===== src/rtl/acc_alu_seq_if.sv =====
// Handshake bundle between the operand sequencer, acc_alu_seq and the result sink.
interface acc_alu_seq_if #(
   parameter int WIDTH = 8
);
   logic             in_valid;
   logic             in_ready;
   logic [3:0]       opcode;
   logic [WIDTH-1:0] A;
   logic [WIDTH-1:0] B;
   logic             acc_clr;
   logic             out_valid;
   logic             out_ready;
   logic [WIDTH-1:0] ALU_Out;
   logic             flag_z;
   logic             flag_c;
   logic             flag_dz;

   modport master (
      output in_valid, opcode, A, B, acc_clr, out_ready,
      input  in_ready, out_valid, ALU_Out, flag_z, flag_c, flag_dz
   );

   modport slave (
      input  in_valid, opcode, A, B, acc_clr, out_ready,
      output in_ready, out_valid, ALU_Out, flag_z, flag_c, flag_dz
   );
endinterface


===== src/rtl/acc_alu_seq.sv =====
// Accumulator ALU (16-op VS-ALU set) with valid/ready handshakes and a restoring divider.
// Build option: define ALU_SAT_EN to clamp overflowing arithmetic instead of wrapping.
//
// state  | meaning
// S_IDLE | ready for ops; single-cycle results are registered from here
// S_DIV  | restoring division running, one quotient bit per cycle
module acc_alu_seq #(
   parameter int WIDTH = 8
) (
   input logic          clk,
   input logic          rst_n,
   acc_alu_seq_if.slave bus
);
   localparam int CNT_W = $clog2(WIDTH + 1);
   localparam logic [CNT_W-1:0] DIV_CNT_INIT = CNT_W'(WIDTH - 1);
   localparam logic [WIDTH-1:0] ONES = '1;

   localparam logic [3:0] OP_ADD  = 4'd0;
   localparam logic [3:0] OP_SUB  = 4'd1;
   localparam logic [3:0] OP_MUL  = 4'd2;
   localparam logic [3:0] OP_DIV  = 4'd3;
   localparam logic [3:0] OP_ADDA = 4'd4;
   localparam logic [3:0] OP_MULA = 4'd5;
   localparam logic [3:0] OP_MAC  = 4'd6;
   localparam logic [3:0] OP_ROL  = 4'd7;
   localparam logic [3:0] OP_ROR  = 4'd8;
   localparam logic [3:0] OP_AND  = 4'd9;
   localparam logic [3:0] OP_OR   = 4'd10;
   localparam logic [3:0] OP_XOR  = 4'd11;
   localparam logic [3:0] OP_NAND = 4'd12;
   localparam logic [3:0] OP_ETH  = 4'd13;
   localparam logic [3:0] OP_GTH  = 4'd14;
   localparam logic [3:0] OP_LTH  = 4'd15;

   typedef enum logic {S_IDLE, S_DIV} state_t;

   state_t             state_q, state_d;
   logic [WIDTH-1:0]   acc_q, acc_d;
   logic [WIDTH-1:0]   res_q, res_d;
   logic [WIDTH-1:0]   quo_q, quo_d;
   logic [WIDTH-1:0]   dvs_q, dvs_d;
   logic [WIDTH-1:0]   rem_q, rem_d;
   logic [CNT_W-1:0]   cnt_q, cnt_d;
   logic               out_valid_q, out_valid_d;
   logic               z_q, z_d;
   logic               c_q, c_d;
   logic               dz_q, dz_d;

   logic               in_ready;
   logic               accept;
   logic               clr_en;
   logic [WIDTH-1:0]   acc_eff;
   logic [WIDTH-1:0]   alu_res;
   logic               alu_c;
   logic               alu_dz;
   logic [WIDTH:0]     sum_ab, diff_ab, sum_acc;
   logic [2*WIDTH-1:0] prod_ab, prod_acc;
   logic [2*WIDTH:0]   mac_full;
   logic [WIDTH:0]     rem_sh, trial;
   logic [WIDTH-1:0]   quo_next, rem_next;

   assign in_ready = (state_q == S_IDLE) && (!out_valid_q || bus.out_ready);
   assign accept   = bus.in_valid && in_ready;
   // A clear in the accept cycle applies before the op reads the accumulator.
   assign clr_en   = bus.acc_clr && in_ready;
   assign acc_eff  = clr_en ? '0 : acc_q;

   always_comb begin
      sum_ab   = {1'b0, bus.A} + {1'b0, bus.B};
      diff_ab  = {1'b0, bus.A} - {1'b0, bus.B};
      sum_acc  = {1'b0, acc_eff} + {1'b0, bus.A};
      prod_ab  = {{WIDTH{1'b0}}, bus.A} * {{WIDTH{1'b0}}, bus.B};
      prod_acc = {{WIDTH{1'b0}}, acc_eff} * {{WIDTH{1'b0}}, bus.A};
      mac_full = {{(WIDTH+1){1'b0}}, acc_eff} + {1'b0, prod_ab};
   end

   always_comb begin
      alu_res = '0;
      alu_c   = 1'b0;
      alu_dz  = 1'b0;
      case (bus.opcode)
         OP_ADD:  begin alu_res = sum_ab[WIDTH-1:0];    alu_c = sum_ab[WIDTH];              end
         OP_SUB:  begin alu_res = diff_ab[WIDTH-1:0];   alu_c = diff_ab[WIDTH];             end
         OP_MUL:  begin alu_res = prod_ab[WIDTH-1:0];   alu_c = |prod_ab[2*WIDTH-1:WIDTH];  end
         // Only the divide-by-zero case resolves here; B!=0 goes to the divider.
         OP_DIV:  begin alu_res = ONES;                 alu_dz = 1'b1;                      end
         OP_ADDA: begin alu_res = sum_acc[WIDTH-1:0];   alu_c = sum_acc[WIDTH];             end
         OP_MULA: begin alu_res = prod_acc[WIDTH-1:0];  alu_c = |prod_acc[2*WIDTH-1:WIDTH]; end
         OP_MAC:  begin alu_res = mac_full[WIDTH-1:0];  alu_c = |mac_full[2*WIDTH:WIDTH];   end
         OP_ROL:  alu_res = {bus.A[WIDTH-2:0], bus.A[WIDTH-1]};
         OP_ROR:  alu_res = {bus.A[0], bus.A[WIDTH-1:1]};
         OP_AND:  alu_res = bus.A & bus.B;
         OP_OR:   alu_res = bus.A | bus.B;
         OP_XOR:  alu_res = bus.A ^ bus.B;
         OP_NAND: alu_res = ~(bus.A & bus.B);
         OP_ETH:  alu_res = (bus.A == bus.B) ? ONES : '0;
         OP_GTH:  alu_res = (bus.A > bus.B)  ? ONES : '0;
         OP_LTH:  alu_res = (bus.A < bus.B)  ? ONES : '0;
         default: alu_res = '0;
      endcase
`ifdef ALU_SAT_EN
      if (alu_c) begin
         alu_res = (bus.opcode == OP_SUB) ? '0 : ONES;
      end
`endif
   end

   // One restoring-division step: shift in the next dividend bit, trial-subtract.
   always_comb begin
      rem_sh = {rem_q, quo_q[WIDTH-1]};
      trial  = rem_sh - {1'b0, dvs_q};
      if (trial[WIDTH]) begin
         rem_next = rem_sh[WIDTH-1:0];
         quo_next = {quo_q[WIDTH-2:0], 1'b0};
      end else begin
         rem_next = trial[WIDTH-1:0];
         quo_next = {quo_q[WIDTH-2:0], 1'b1};
      end
   end

   always_comb begin
      state_d     = state_q;
      acc_d       = acc_q;
      res_d       = res_q;
      quo_d       = quo_q;
      dvs_d       = dvs_q;
      rem_d       = rem_q;
      cnt_d       = cnt_q;
      out_valid_d = out_valid_q;
      z_d         = z_q;
      c_d         = c_q;
      dz_d        = dz_q;
      case (state_q)
         S_IDLE: begin
            if (out_valid_q && bus.out_ready) begin
               out_valid_d = 1'b0;
            end
            if (clr_en) begin
               acc_d = '0;
            end
            if (accept) begin
               if ((bus.opcode == OP_DIV) && (bus.B != '0)) begin
                  state_d = S_DIV;
                  quo_d   = bus.A;
                  dvs_d   = bus.B;
                  rem_d   = '0;
                  cnt_d   = DIV_CNT_INIT;
               end else begin
                  res_d       = alu_res;
                  acc_d       = alu_res;
                  z_d         = (alu_res == '0);
                  c_d         = alu_c;
                  dz_d        = alu_dz;
                  out_valid_d = 1'b1;
               end
            end
         end
         S_DIV: begin
            quo_d = quo_next;
            rem_d = rem_next;
            cnt_d = cnt_q - CNT_W'(1);
            if (cnt_q == '0) begin
               state_d     = S_IDLE;
               res_d       = quo_next;
               acc_d       = quo_next;
               z_d         = (quo_next == '0);
               c_d         = 1'b0;
               dz_d        = 1'b0;
               out_valid_d = 1'b1;
            end
         end
         default: state_d = S_IDLE;
      endcase
   end

   always_ff @(posedge clk or negedge rst_n) begin
      if (!rst_n) begin
         state_q     <= S_IDLE;
         acc_q       <= '0;
         res_q       <= '0;
         quo_q       <= '0;
         dvs_q       <= '0;
         rem_q       <= '0;
         cnt_q       <= '0;
         out_valid_q <= 1'b0;
         z_q         <= 1'b0;
         c_q         <= 1'b0;
         dz_q        <= 1'b0;
      end else begin
         state_q     <= state_d;
         acc_q       <= acc_d;
         res_q       <= res_d;
         quo_q       <= quo_d;
         dvs_q       <= dvs_d;
         rem_q       <= rem_d;
         cnt_q       <= cnt_d;
         out_valid_q <= out_valid_d;
         z_q         <= z_d;
         c_q         <= c_d;
         dz_q        <= dz_d;
      end
   end

   assign bus.in_ready  = in_ready;
   assign bus.out_valid = out_valid_q;
   assign bus.ALU_Out   = res_q;
   assign bus.flag_z    = z_q;
   assign bus.flag_c    = c_q;
   assign bus.flag_dz   = dz_q;
endmodule


===== src/flat_wrapper.sv =====
// flat-port wrapper written by rule: the top's interface ports become plain ports
module acc_alu_seq_flat 
#(
   parameter int WIDTH = 8
)
  (clk, rst_n, bus_in_valid, bus_opcode, bus_A, bus_B, bus_acc_clr, bus_out_ready, bus_in_ready, bus_out_valid, bus_ALU_Out, bus_flag_z, bus_flag_c, bus_flag_dz);
  acc_alu_seq_if #(.WIDTH(WIDTH)) bus_i ();
  input logic clk;
  input logic rst_n;
  input wire logic [$bits(bus_i.in_valid)-1:0] bus_in_valid;
  input wire logic [$bits(bus_i.opcode)-1:0] bus_opcode;
  input wire logic [$bits(bus_i.A)-1:0] bus_A;
  input wire logic [$bits(bus_i.B)-1:0] bus_B;
  input wire logic [$bits(bus_i.acc_clr)-1:0] bus_acc_clr;
  input wire logic [$bits(bus_i.out_ready)-1:0] bus_out_ready;
  output wire logic [$bits(bus_i.in_ready)-1:0] bus_in_ready;
  output wire logic [$bits(bus_i.out_valid)-1:0] bus_out_valid;
  output wire logic [$bits(bus_i.ALU_Out)-1:0] bus_ALU_Out;
  output wire logic [$bits(bus_i.flag_z)-1:0] bus_flag_z;
  output wire logic [$bits(bus_i.flag_c)-1:0] bus_flag_c;
  output wire logic [$bits(bus_i.flag_dz)-1:0] bus_flag_dz;
  assign bus_i.in_valid = bus_in_valid;
  assign bus_i.opcode = bus_opcode;
  assign bus_i.A = bus_A;
  assign bus_i.B = bus_B;
  assign bus_i.acc_clr = bus_acc_clr;
  assign bus_i.out_ready = bus_out_ready;
  assign bus_in_ready = bus_i.in_ready;
  assign bus_out_valid = bus_i.out_valid;
  assign bus_ALU_Out = bus_i.ALU_Out;
  assign bus_flag_z = bus_i.flag_z;
  assign bus_flag_c = bus_i.flag_c;
  assign bus_flag_dz = bus_i.flag_dz;
  acc_alu_seq #(.WIDTH(WIDTH)) u_core (.clk(clk), .rst_n(rst_n), .bus(bus_i));
endmodule

===== config.mk =====
export PLATFORM = sky130hd
export DESIGN_NAME = acc_alu_seq_flat
export DESIGN_NICKNAME = d
export VERILOG_FILES = /design/src/rtl/acc_alu_seq_if.sv /design/src/rtl/acc_alu_seq.sv /design/src/flat_wrapper.sv
export SDC_FILE = /design/constraint.sdc
export NUM_CORES = 1
export LEC_CHECK = 0
export CAP_MARGIN = 20
export CORE_MARGIN = 2
export CORE_UTILIZATION = 60
export DETAILED_ROUTE_END_ITERATION = 10
export GPL_TIMING_DRIVEN = 1
export PLACE_DENSITY = 0.89
export SYNTH_ARGS = -nofsm -noshare
export SYNTH_HDL_FRONTEND = slang
export SYNTH_SLANG_ARGS = --single-unit

===== constraint.sdc =====
create_clock -name clk -period 10.26 [get_ports clk]
set_input_delay 1.539 -clock clk [delete_from_list [all_inputs] [get_ports clk]]
set_output_delay 1.539 -clock clk [all_outputs]
set_load 0.02 [all_outputs]

# Word-level counts from Yosys, hierarchy flattened
# Index checks and enable logic that the tools add are counted.
# totals
regBits	49
word_cells	109
output_inout_bits	13
# classes
eq_ne	20
n_addsub	6
magnitude_cmp	2
n_mux	45
bitwise_logic	5
mul	2
n_reduce_logical	18
# ops
cell	n
one-hot mux 8 bit (16 select lines)	1
2-to-1 mux 8 bit	14
one-hot mux 8 bit (2 select lines)	4
== test 4 bit (second input constant)	8
multiplier 8 x 8 -> 16 bit	2
adder 8 x 8 -> 9 bit	2
adder 8 x 16 -> 17 bit	1
2-to-1 mux 1 bit	17
== test 4 x 3 -> 1 bit (second input constant)	4
zero test 8 bit	2
OR reduction 8 bit	2
one-hot mux 1 bit (2 select lines)	5
OR reduction 9 bit	1
subtractor 8 x 8 -> 9 bit	1
subtractor 9 x 8 -> 9 bit	1
bitwise AND 8 bit	1
== test 4 x 2 -> 1 bit (second input constant)	2
== test 8 bit	1
greater-than comparator 8 bit	1
zero test 4 bit	2
< comparator 8 bit	1
2-to-1 mux 4 bit	2
NOT 8 bit	1
OR 8 bit	1
other kinds (14)	21

# Depth between registers and ports, before layout
# Gate-level depths: netlist of run 1.
# depth
depth_word	11
ltp_mapped	23
mapped_depth_nobuf	22

# Worst setup path after synthesis of run 1
# Ideal clock, no wire load.
# synth_path
kind	input to register
from	in bus_out_ready
to	reg u_core.c_q (netlist: u_core.bus.flag_c)
setup_ps	142
slack_ps	3703
t_arrival_ps	6415
stages	22
cell_sequence	inv_1 > a21oi_2 > nand2_1 > clkbuf_1 > and2_1 > nand2_1 > fa_1 > fa_1 > inv_1 > fa_1 > inv_1 > fa_1 > inv_1 > ha_1 > and2_1 > a32o_1 > o211ai_1 > a21oi_1 > nor4_1 > o21ai_0 > o311ai_0 > nand4_1
# synth_between
elab_chain_cells	10
# synth_rtl
item	line_no	source
start: declaration	flat_wrapper.sv:15	input wire logic [$bits(bus_i.out_ready)-1:0] bus_out_ready;
logical OR 1 bit *	acc_alu_seq.sv:62	assign in_ready = (state_q == S_IDLE) && (!out_valid_q || bus.out_ready);
logical AND 1 bit *	acc_alu_seq.sv:62	
net bus_in_ready	flat_wrapper.sv:16	output wire logic [$bits(bus_i.in_ready)-1:0] bus_in_ready;
logical AND 1 bit	acc_alu_seq.sv:65	assign clr_en = bus.acc_clr && in_ready;
2-to-1 mux 8 bit	acc_alu_seq.sv:66	assign acc_eff = clr_en ? '0 : acc_q;
multiplier 8 x 8 -> 16 bit / adder 8 x 16 -> 17 bit (equally long branches)	acc_alu_seq.sv:73, acc_alu_seq.sv:74	
OR reduction 8 bit / OR reduction 9 bit (equally long branches)	acc_alu_seq.sv:88, acc_alu_seq.sv:89	
one-hot mux 1 bit (6 select lines)	acc_alu_seq.sv:81	case (bus.opcode)
2-to-1 mux 1 bit	acc_alu_seq.sv:142	if ((bus.opcode == OP_DIV) && (bus.B != '0)) begin
2-to-1 mux 1 bit	acc_alu_seq.sv:141	if (accept) begin
one-hot mux 1 bit (2 select lines)	acc_alu_seq.sv:133	case (state_q)
end signal: assignment	acc_alu_seq.sv:187	c_q <= 1'b0;
end signal: assignment	acc_alu_seq.sv:199	c_q <= c_d;
end: declaration	acc_alu_seq.sv:46	logic c_q, c_d;
# The timed path passes the listed nets; every way through them passes the cells marked *. The select of a mux whose other input is x is not followed.
# A chain may end at the register's enable or synchronous reset.

# Worst setup path after layout of run 1
# layout_path
from	in bus_out_ready
to	reg u_core.c_q (netlist: u_core.bus.flag_c)
# layout_between
elab_chain_cells	10
# layout_rtl
item	line_no
logical OR 1 bit *	acc_alu_seq.sv:62
logical AND 1 bit *	acc_alu_seq.sv:62
logical AND 1 bit	acc_alu_seq.sv:65
2-to-1 mux 8 bit	acc_alu_seq.sv:66
multiplier 8 x 8 -> 16 bit / adder 8 x 16 -> 17 bit (equally long branches)	acc_alu_seq.sv:73, acc_alu_seq.sv:74
OR reduction 8 bit / OR reduction 9 bit (equally long branches)	acc_alu_seq.sv:88, acc_alu_seq.sv:89
one-hot mux 1 bit (6 select lines)	acc_alu_seq.sv:81
2-to-1 mux 1 bit	acc_alu_seq.sv:142
2-to-1 mux 1 bit	acc_alu_seq.sv:141
one-hot mux 1 bit (2 select lines)	acc_alu_seq.sv:133
# Mark *: on every way between the ends. The rest lies on a longest branch, timed or not. The select of a mux whose other input is x is not followed.

==> summary.json, run 1 <==
{
  "place_congestion": 1.01,
  "cap_viol_max_count": 0,
  "cts_tree": "yes",
  "netlist_area_mm2": 0.00943,
  "post_synth_num_cell_types": 89,
  "syn_nets": 1385,
  "timing.hold.ws_ns": 0.501,
  "synth_seq_cells": 49,
  "seq_area_frac_synth": 0.130,
  "path_class": "input pin to flop",
  "fp.dieArea_mm2": 0.0167,
  "synth_edf_count": 0,
  "inserted_clock_buffers": 5,
  "detail_route.drc_violations": 0,
  "groute.usage.overall": 0.362,
  "yosys_warnings": 0,
  "largest_area_contributor_in_the_synthesized_netlist": "sky130_fd_sc_hd__fa_1",
  "rsz_0062_raised_after_global_routing": "false",
  "power_leakage_uw": 0.00486,
  "hold_class": "flop to flop",
  "dr_total_vias": 8912,
  "switching_share": 0.536,
  "power.share.clock": 0.056,
  "htreeDepth": 2,
  "post_route_cells_drive_above_1_share": 0.0444,
  "worst_setup_path_endpoint": "u_core.bus.flag_c$_DFFE_PN0P_",
  "cp-startpoint": "bus_out_ready",
  "final_area_mm2": 0.0101,
  "worst-endpoint-required_ns": 10.43,
  "postSynthCellCount": 1162,
  "tritoncts_num_sinks": 49,
  "synth_most_common_cell": "sky130_fd_sc_hd__inv_1",
  "final_period_minus_worst_setup_slack_ns": 7.68,
  "clock_buffer_depth": 2,
  "r2r.worst_path.cells": 20,
  "asyncSetResetFlopFracSynth": 1.00,
  "setup-tns-final_ns": 0,
  "postCtsResizedCells": 0,
  "drt-initial-drc-count": 1194,
  "synth.top_cell.area_share": 0.164,
  "critical_path.reg2reg.endpoint": "u_core.bus.flag_c$_DFFE_PN0P_",
  "post_synth.cell_area_avg_um2": 8.11,
  "power_frac_seq": 0.118,
  "worstPathArrival_ns": 7.85,
  "via_count_of_the_first_global_routing_pass": 8674,
  "yosys-top-cells-area": "sky130_fd_sc_hd__fa_1 16%, sky130_fd_sc_hd__ha_1 16%, sky130_fd_sc_hd__dfrtp_1 13%",
  "finalPower_uw": 3030,
  "total_switching_power_uw": 1630,
  "fillerInstances": 1282,
  "combPwrFrac": 0.826,
  "buffer_ports.inserted": 37,
  "critical_path.endpoint_type": "flop",
  "syn2layout_area_growth_pct": 6.93,
  "timing.slew.headroom": 0.280,
  "grt_max_degree": 50,
  "drt-vias-per-instance": 6.44,
  "top_cell_types_by_occurrence_after_synthesis": "155 x sky130_fd_sc_hd__inv_1, 121 x sky130_fd_sc_hd__ha_1, 105 x sky130_fd_sc_hd__nand2_1, 101 x sky130_fd_sc_hd__nor2_1, 77 x sky130_fd_sc_hd__fa_1",
  "hpwl_um": 22900,
  "worstPathMaxFanout": 41,
  "slew_viol_final": 0,
  "setup_violations": 0,
  "setup.reg_to_reg.worst_slack_ns": 3.91,
  "drt-wirelength-per-cell_um": 21.0,
  "die_h_um": 129,
  "design.final.nets": 1393,
  "start_util": 0.618,
  "wirelength_routed_um": 29000,
  "status": "completed",
  "p_per_area_mw_per_mm2": 301,
  "core-area_mm2": 0.0153,
  "clock_insertion_delay_worst_skew_ns": 0.30,
  "ant_nets": 0,
  "io-pin-count": 38,
  "start_kind": "input pin",
  "grt_antenna_before_repair": 1,
  "grt_remaining_overflow": 0,
  "detailed_place.area_mm2": 0.00993,
  "rr_startpoint": "u_core.bus.out_valid$_DFFE_PN0P_",
  "fin_worst_skew_ns": 0.0102,
  "ir_worst_vdd_mv": 0.575,
  "finish.cell_count_without_fillers": 1383,
  "dp_cells": 1374,
  "detail_route.first_pass.iterations": 6,
  "wire_length_of_the_first_global_routing_pass_um": 46700,
  "row_count": 45,
  "power_report.internal_total_uw": 1410,
  "hold_viol": 0,
  "cts.repair_timing.setup_buffer_count": 0,
  "post_cts_hold_buffer_count": 0,
  "finalCritPeriodShare": 0.749,
  "cts.clk_slew.worst_paths_ns": 0.07,
  "ys_dominant_reg_cell": "sky130_fd_sc_hd__dfrtp_1",
  "fmax_ghz": 0.130,
  "floorplan_die_width_um": 129,
  "clk_root_buffer_cell": "sky130_fd_sc_hd__clkbuf_16",
  "worst_pin_slew_ns": 1.08
}
==> state kept, by name (all words and copies together), names as in the netlist <==
name and flops:
u_core.acc_q 8, u_core.bus.ALU_Out 8, u_core.bus.flag_c 1, u_core.bus.flag_dz 1, u_core.bus.flag_z 1, u_core.bus.out_valid 1, u_core.cnt_q 4, u_core.dvs_q 8
u_core.quo_q 8, u_core.rem_q 8, u_core.state_q 1
==> worst min path at each step <==
stage | startpoint | to | cells after the start
2_1_floorplan | u_core.dvs_q[0]$_DFFE_PN0P_ | u_core.dvs_q[0]$_DFFE_PN0P_ | 2
3_3_place_gp | u_core.bus.flag_dz$_DFFE_PN0P_ | u_core.bus.flag_dz$_DFFE_PN0P_ | 2
4_1_cts | u_core.bus.flag_dz$_DFFE_PN0P_ | u_core.bus.flag_dz$_DFFE_PN0P_ | 2
6_report | u_core.bus.ALU_Out[1]$_DFFE_PN0P_ | u_core.bus.ALU_Out[1]$_DFFE_PN0P_ | 2
5_1_grt | u_core.cnt_q[0]$_DFFE_PN0P_ | u_core.cnt_q[0]$_DFFE_PN0P_ | 1
3_5_place_dp | u_core.bus.flag_dz$_DFFE_PN0P_ | u_core.bus.flag_dz$_DFFE_PN0P_ | 2
==> metal layers <==
layer  GRT usage  share of wire  up-vias
met3      0.0871           0.11      115
met2       0.546           0.43      534
li1            -              -     4051
met4       0.160          0.050        0
met5           0              0        -
met1       0.497           0.41     4212
==> cell usage in the layout (no fill, tap or decap), types with 14 or more instances in the layout <==
| cell | n |
|---|---|
| sky130_fd_sc_hd__a211oi_1 | 16 |
| sky130_fd_sc_hd__a21oi_1 | 47 |
| sky130_fd_sc_hd__and3_1 | 41 |
| sky130_fd_sc_hd__buf_4 | 15 |
| sky130_fd_sc_hd__clkdlybuf4s50_1 | 36 |
| sky130_fd_sc_hd__dfrtp_1 | 49 |
| sky130_fd_sc_hd__fa_1 | 77 |
| sky130_fd_sc_hd__ha_1 | 121 |
| sky130_fd_sc_hd__inv_1 | 155 |
| sky130_fd_sc_hd__mux2i_1 | 16 |
| sky130_fd_sc_hd__nand2_1 | 105 |
| sky130_fd_sc_hd__nand3_1 | 16 |
| sky130_fd_sc_hd__nor2_1 | 101 |
| sky130_fd_sc_hd__nor3_1 | 16 |
| sky130_fd_sc_hd__o21ai_0 | 76 |
| sky130_fd_sc_hd__xnor2_1 | 15 |
| sky130_fd_sc_hd__xor2_1 | 14 |
==> power groups by stage <==
stage | registers [µW] | logic [µW] | clock network (µW)
2_1_floorplan | 354 | 1830 | 0
3_5_place_dp | 358 | 2440 | 0
3_3_place_gp | 354 | 2380 | 0
6_report | 359 | 2500 | 171
4_1_cts | 355 | 2470 | 170
5_1_grt | 366 | 2800 | 178
==> final cells by class <==
cell class | count | area, µm² | share of cell area
diodes | 1 | 2.50 | 0.000248
clock buffers | 5 | 125 | 0.0124
clock inverters | 3 | 22.5 | 0.00223
inverters | 160 | 601 | 0.0596
multi-input cells | 902 | 7360 | 0.730
flip-flops and latches | 49 | 1230 | 0.122
well taps | 211 | 264 | 0.0262
repair buffers | 52 | 478 | 0.0474
==> kinds of logic (layout without fill, tap and decap cells) <==
group,after synthesis,after routing,share of synthesized area
flops,49,49,0.130
mux,22,22,0.0242
other cells,0,1,0
fa+ha+maj,198,198,0.324
simple gates,376,376,0.203
buf+inv,211,220,0.0891
compound gates,277,277,0.202
xor+xnor,29,29,0.0269
==> metrics by stage <==
| stage | util | setup slack [ns] |
|---|---|---|
| after floorplan | - | 3.70 |
| after global placement | 0.651 | 2.53 |
| after detailed placement | 0.651 | 2.37 |
| after CTS | 0.660 | 2.65 |
| after global routing | 0.661 | 2.06 |
| final | 0.661 | 2.58 |
==> critical path, stage by stage <==
cell                              delay (ns)
sky130_fd_sc_hd__clkdlybuf4s50_1        0.46
sky130_fd_sc_hd__inv_1                  0.05
sky130_fd_sc_hd__a21oi_2                0.29
sky130_fd_sc_hd__nand2_1                0.68
sky130_fd_sc_hd__and2_1                 0.52
sky130_fd_sc_hd__nand2_1                0.12
sky130_fd_sc_hd__fa_1                   0.45
sky130_fd_sc_hd__fa_1                   0.56
sky130_fd_sc_hd__inv_1                  0.06
sky130_fd_sc_hd__fa_1                   0.54
sky130_fd_sc_hd__inv_1                  0.06
sky130_fd_sc_hd__fa_1                   0.54
sky130_fd_sc_hd__inv_1                  0.04
sky130_fd_sc_hd__ha_1                   0.32
sky130_fd_sc_hd__and2_1                 0.17
sky130_fd_sc_hd__a32o_1                 0.28
sky130_fd_sc_hd__o211ai_1               0.21
sky130_fd_sc_hd__a21oi_1                0.12
sky130_fd_sc_hd__nor4_1                 0.28
sky130_fd_sc_hd__o21ai_0                0.11
sky130_fd_sc_hd__o311ai_0               0.33
sky130_fd_sc_hd__nand4_1                0.13
No activity file was read; power rests on OpenSTA's default activity.
==> run 2, diff against run 1 <==
Clock period 10.26 ns to 7.15 ns, I/O delays scaled along.
==> summary.json, run 2 (synthesis gave the netlist of run 1 again) <==
{
  "core-area_mm2": 0.0153,
  "htreeDepth": 2,
  "slew_viol_final": 0,
  "fin_worst_skew_ns": 0.00694,
  "die_h_um": 129,
  "floorplan_die_width_um": 129,
  "power_frac_seq": 0.117,
  "switching_share": 0.530,
  "final_area_mm2": 0.0103,
  "timing.hold.ws_ns": 0.501,
  "timing.slew.headroom": 0.301,
  "postCtsResizedCells": 0,
  "worstPathArrival_ns": 6.81,
  "wirelength_routed_um": 30000,
  "finalPower_uw": 4410,
  "total_switching_power_uw": 2340,
  "fillerInstances": 1247,
  "ir_worst_vdd_mv": 0.588,
  "clk_root_buffer_cell": "sky130_fd_sc_hd__clkbuf_16",
  "inserted_clock_buffers": 5,
  "wire_length_of_the_first_global_routing_pass_um": 48200,
  "detail_route.drc_violations": 0,
  "start_kind": "input pin",
  "num_antenna_cells": 0,
  "design.final.nets": 1416,
  "hold_class": "flop to flop",
  "cap_viol_max_count": 0,
  "hpwl_um": 23800,
  "finalCritPeriodShare": 0.927,
  "grt_max_degree": 50,
  "final_period_minus_worst_setup_slack_ns": 6.63,
  "rsz_0062_raised_after_global_routing": "false",
  "most-common-layout-cells": "155 x sky130_fd_sc_hd__inv_1, 121 x sky130_fd_sc_hd__ha_1, 104 x sky130_fd_sc_hd__nand2_1",
  "clock_buffer_depth": 2,
  "drt-initial-drc-count": 1277,
  "cts.repair_timing.setup_buffer_count": 0,
  "worst_pin_slew_ns": 1.04,
  "setup-tns-final_ns": 0,
  "detail_route.first_pass.iterations": 5,
  "dp_cells": 1397,
  "ant_nets": 0,
  "dr_total_vias": 9129,
  "detailed_place.area_mm2": 0.0101,
  "worst_hold_path.num_cells": 1,
  "io-pin-count": 38,
  "critical_path.endpoint_type": "flop",
  "tritoncts_num_sinks": 49,
  "syn2layout_area_growth_pct": 8.99,
  "post_cts_hold_buffer_count": 0,
  "critical_path.reg2reg.endpoint": "u_core.bus.ALU_Out[7]$_DFFE_PN0P_",
  "via_count_of_the_first_global_routing_pass": 9017,
  "hold_viol": 0,
  "grt_remaining_overflow": 0,
  "place_congestion": 1.08,
  "power.share.clock": 0.063,
  "row_count": 45,
  "cts_tree": "yes",
  "combPwrFrac": 0.820,
  "fmax_ghz": 0.151,
  "p_per_area_mw_per_mm2": 430,
  "clock_insertion_delay_worst_skew_ns": 0.29,
  "start_util": 0.618,
  "status": "completed",
  "drt-vias-per-instance": 6.50,
  "cts.clk_slew.worst_paths_ns": 0.07,
  "setup.reg_to_reg.worst_slack_ns": 1.38,
  "worst-endpoint-required_ns": 7.33,
  "buffer_ports.inserted": 37,
  "path_class": "input pin to flop",
  "power_report.internal_total_uw": 2070,
  "post_route_cells_drive_above_1_share": 0.0637,
  "groute.usage.overall": 0.370,
  "mostFrequentLayoutCell": "sky130_fd_sc_hd__inv_1",
  "power_leakage_uw": 0.00499,
  "fp.dieArea_mm2": 0.0167,
  "min-delay-start": "u_core.cnt_q[3]$_DFFE_PN0P_",
  "grt_antenna_before_repair": 0,
  "rr_startpoint": "u_core.bus.out_valid$_DFFE_PN0P_",
  "hold_end": "u_core.cnt_q[3]$_DFFE_PN0P_",
  "worstPathMaxFanout": 15,
  "setup_violations": 0,
  "finish.cell_count_without_fillers": 1405,
  "r2r.worst_path.cells": 20,
  "drt-wirelength-per-cell_um": 21.4
}
run 2: cell count changes in the layout (fill, tap and decap cells not counted), sizes merged:
cell	delta
inv	+1
buf	+23
diode	-1
bufinv	+1
clkinv	-2
run 2: worst max-delay path by stage:
| stage | from | end | slack, ns | cells past startpoint |
|---|---|---|---|---|
| floorplan | bus_out_ready | u_core.bus.flag_c$_DFFE_PN0P_ | 1.06 | 22 |
| global placement | bus_out_ready | u_core.bus.flag_c$_DFFE_PN0P_ | 0.37 | 22 |
| detailed placement | bus_out_ready | u_core.bus.ALU_Out[7]$_DFFE_PN0P_ | 0.23 | 22 |
| CTS | bus_out_ready | u_core.bus.flag_c$_DFFE_PN0P_ | 0.51 | 22 |
| global route | bus_out_ready | u_core.bus.flag_c$_DFFE_PN0P_ | 0.12 | 22 |
| finish | bus_out_ready | u_core.bus.ALU_Out[7]$_DFFE_PN0P_ | 0.52 | 22 |
run 2: layout make-up:
type	instances	area, µm²	share of cell area
multi-input combinational	902	7360	0.717
inverter	160	601	0.0585
tap	211	264	0.0257
sequential	49	1230	0.119
clock inverter	3	43.8	0.00426
clock buffer	5	125	0.0122
timing repair buffer	75	651	0.0633
run 2: stage by stage:
| stage | util | setup slack [ns] |
|---|---|---|
| 5_1_grt | 0.673 | 0.121 |
| 6_report | 0.673 | 0.523 |
| 4_1_cts | 0.673 | 0.510 |
| 2_1_floorplan | - | 1.06 |
| 3_3_place_gp | 0.662 | 0.375 |
| 3_5_place_dp | 0.662 | 0.234 |
run 2: power by group through the flow:
stage / Combinational (µW) / Clock, µW / Sequential, µW
after floorplan: 2630 / 0 / 507
after global placement: 3410 / 0 / 506
after detailed placement: 3530 / 0 / 513
after CTS: 3570 / 274 / 510
after global routing: 4040 / 289 / 527
final: 3620 / 277 / 516
run 2: critical path, cell delays in order:
cell,delay (ns)
sky130_fd_sc_hd__clkdlybuf4s50_1,0.45
sky130_fd_sc_hd__inv_1,0.05
sky130_fd_sc_hd__a21oi_2,0.31
sky130_fd_sc_hd__nand2_2,0.24
sky130_fd_sc_hd__and2_1,0.29
sky130_fd_sc_hd__nand2_1,0.11
sky130_fd_sc_hd__fa_1,0.44
sky130_fd_sc_hd__fa_1,0.54
sky130_fd_sc_hd__inv_1,0.06
sky130_fd_sc_hd__fa_1,0.54
sky130_fd_sc_hd__inv_1,0.06
sky130_fd_sc_hd__fa_1,0.52
sky130_fd_sc_hd__inv_1,0.05
sky130_fd_sc_hd__ha_1,0.32
sky130_fd_sc_hd__o21ai_0,0.09
sky130_fd_sc_hd__nor2_1,0.23
sky130_fd_sc_hd__nor2_1,0.09
sky130_fd_sc_hd__a221oi_1,0.33
sky130_fd_sc_hd__o221ai_1,0.27
sky130_fd_sc_hd__o32ai_4,0.35
sky130_fd_sc_hd__o21ai_1,0.11
sky130_fd_sc_hd__mux2_2,0.26
run 2: per-layer routing:
layer,track usage,part of all wire,up-vias
met5,0,0,-
met4,0.162,0.053,0
met3,0.0863,0.12,145
met2,0.582,0.44,617
met1,0.487,0.39,4271
li1,-,-,4096
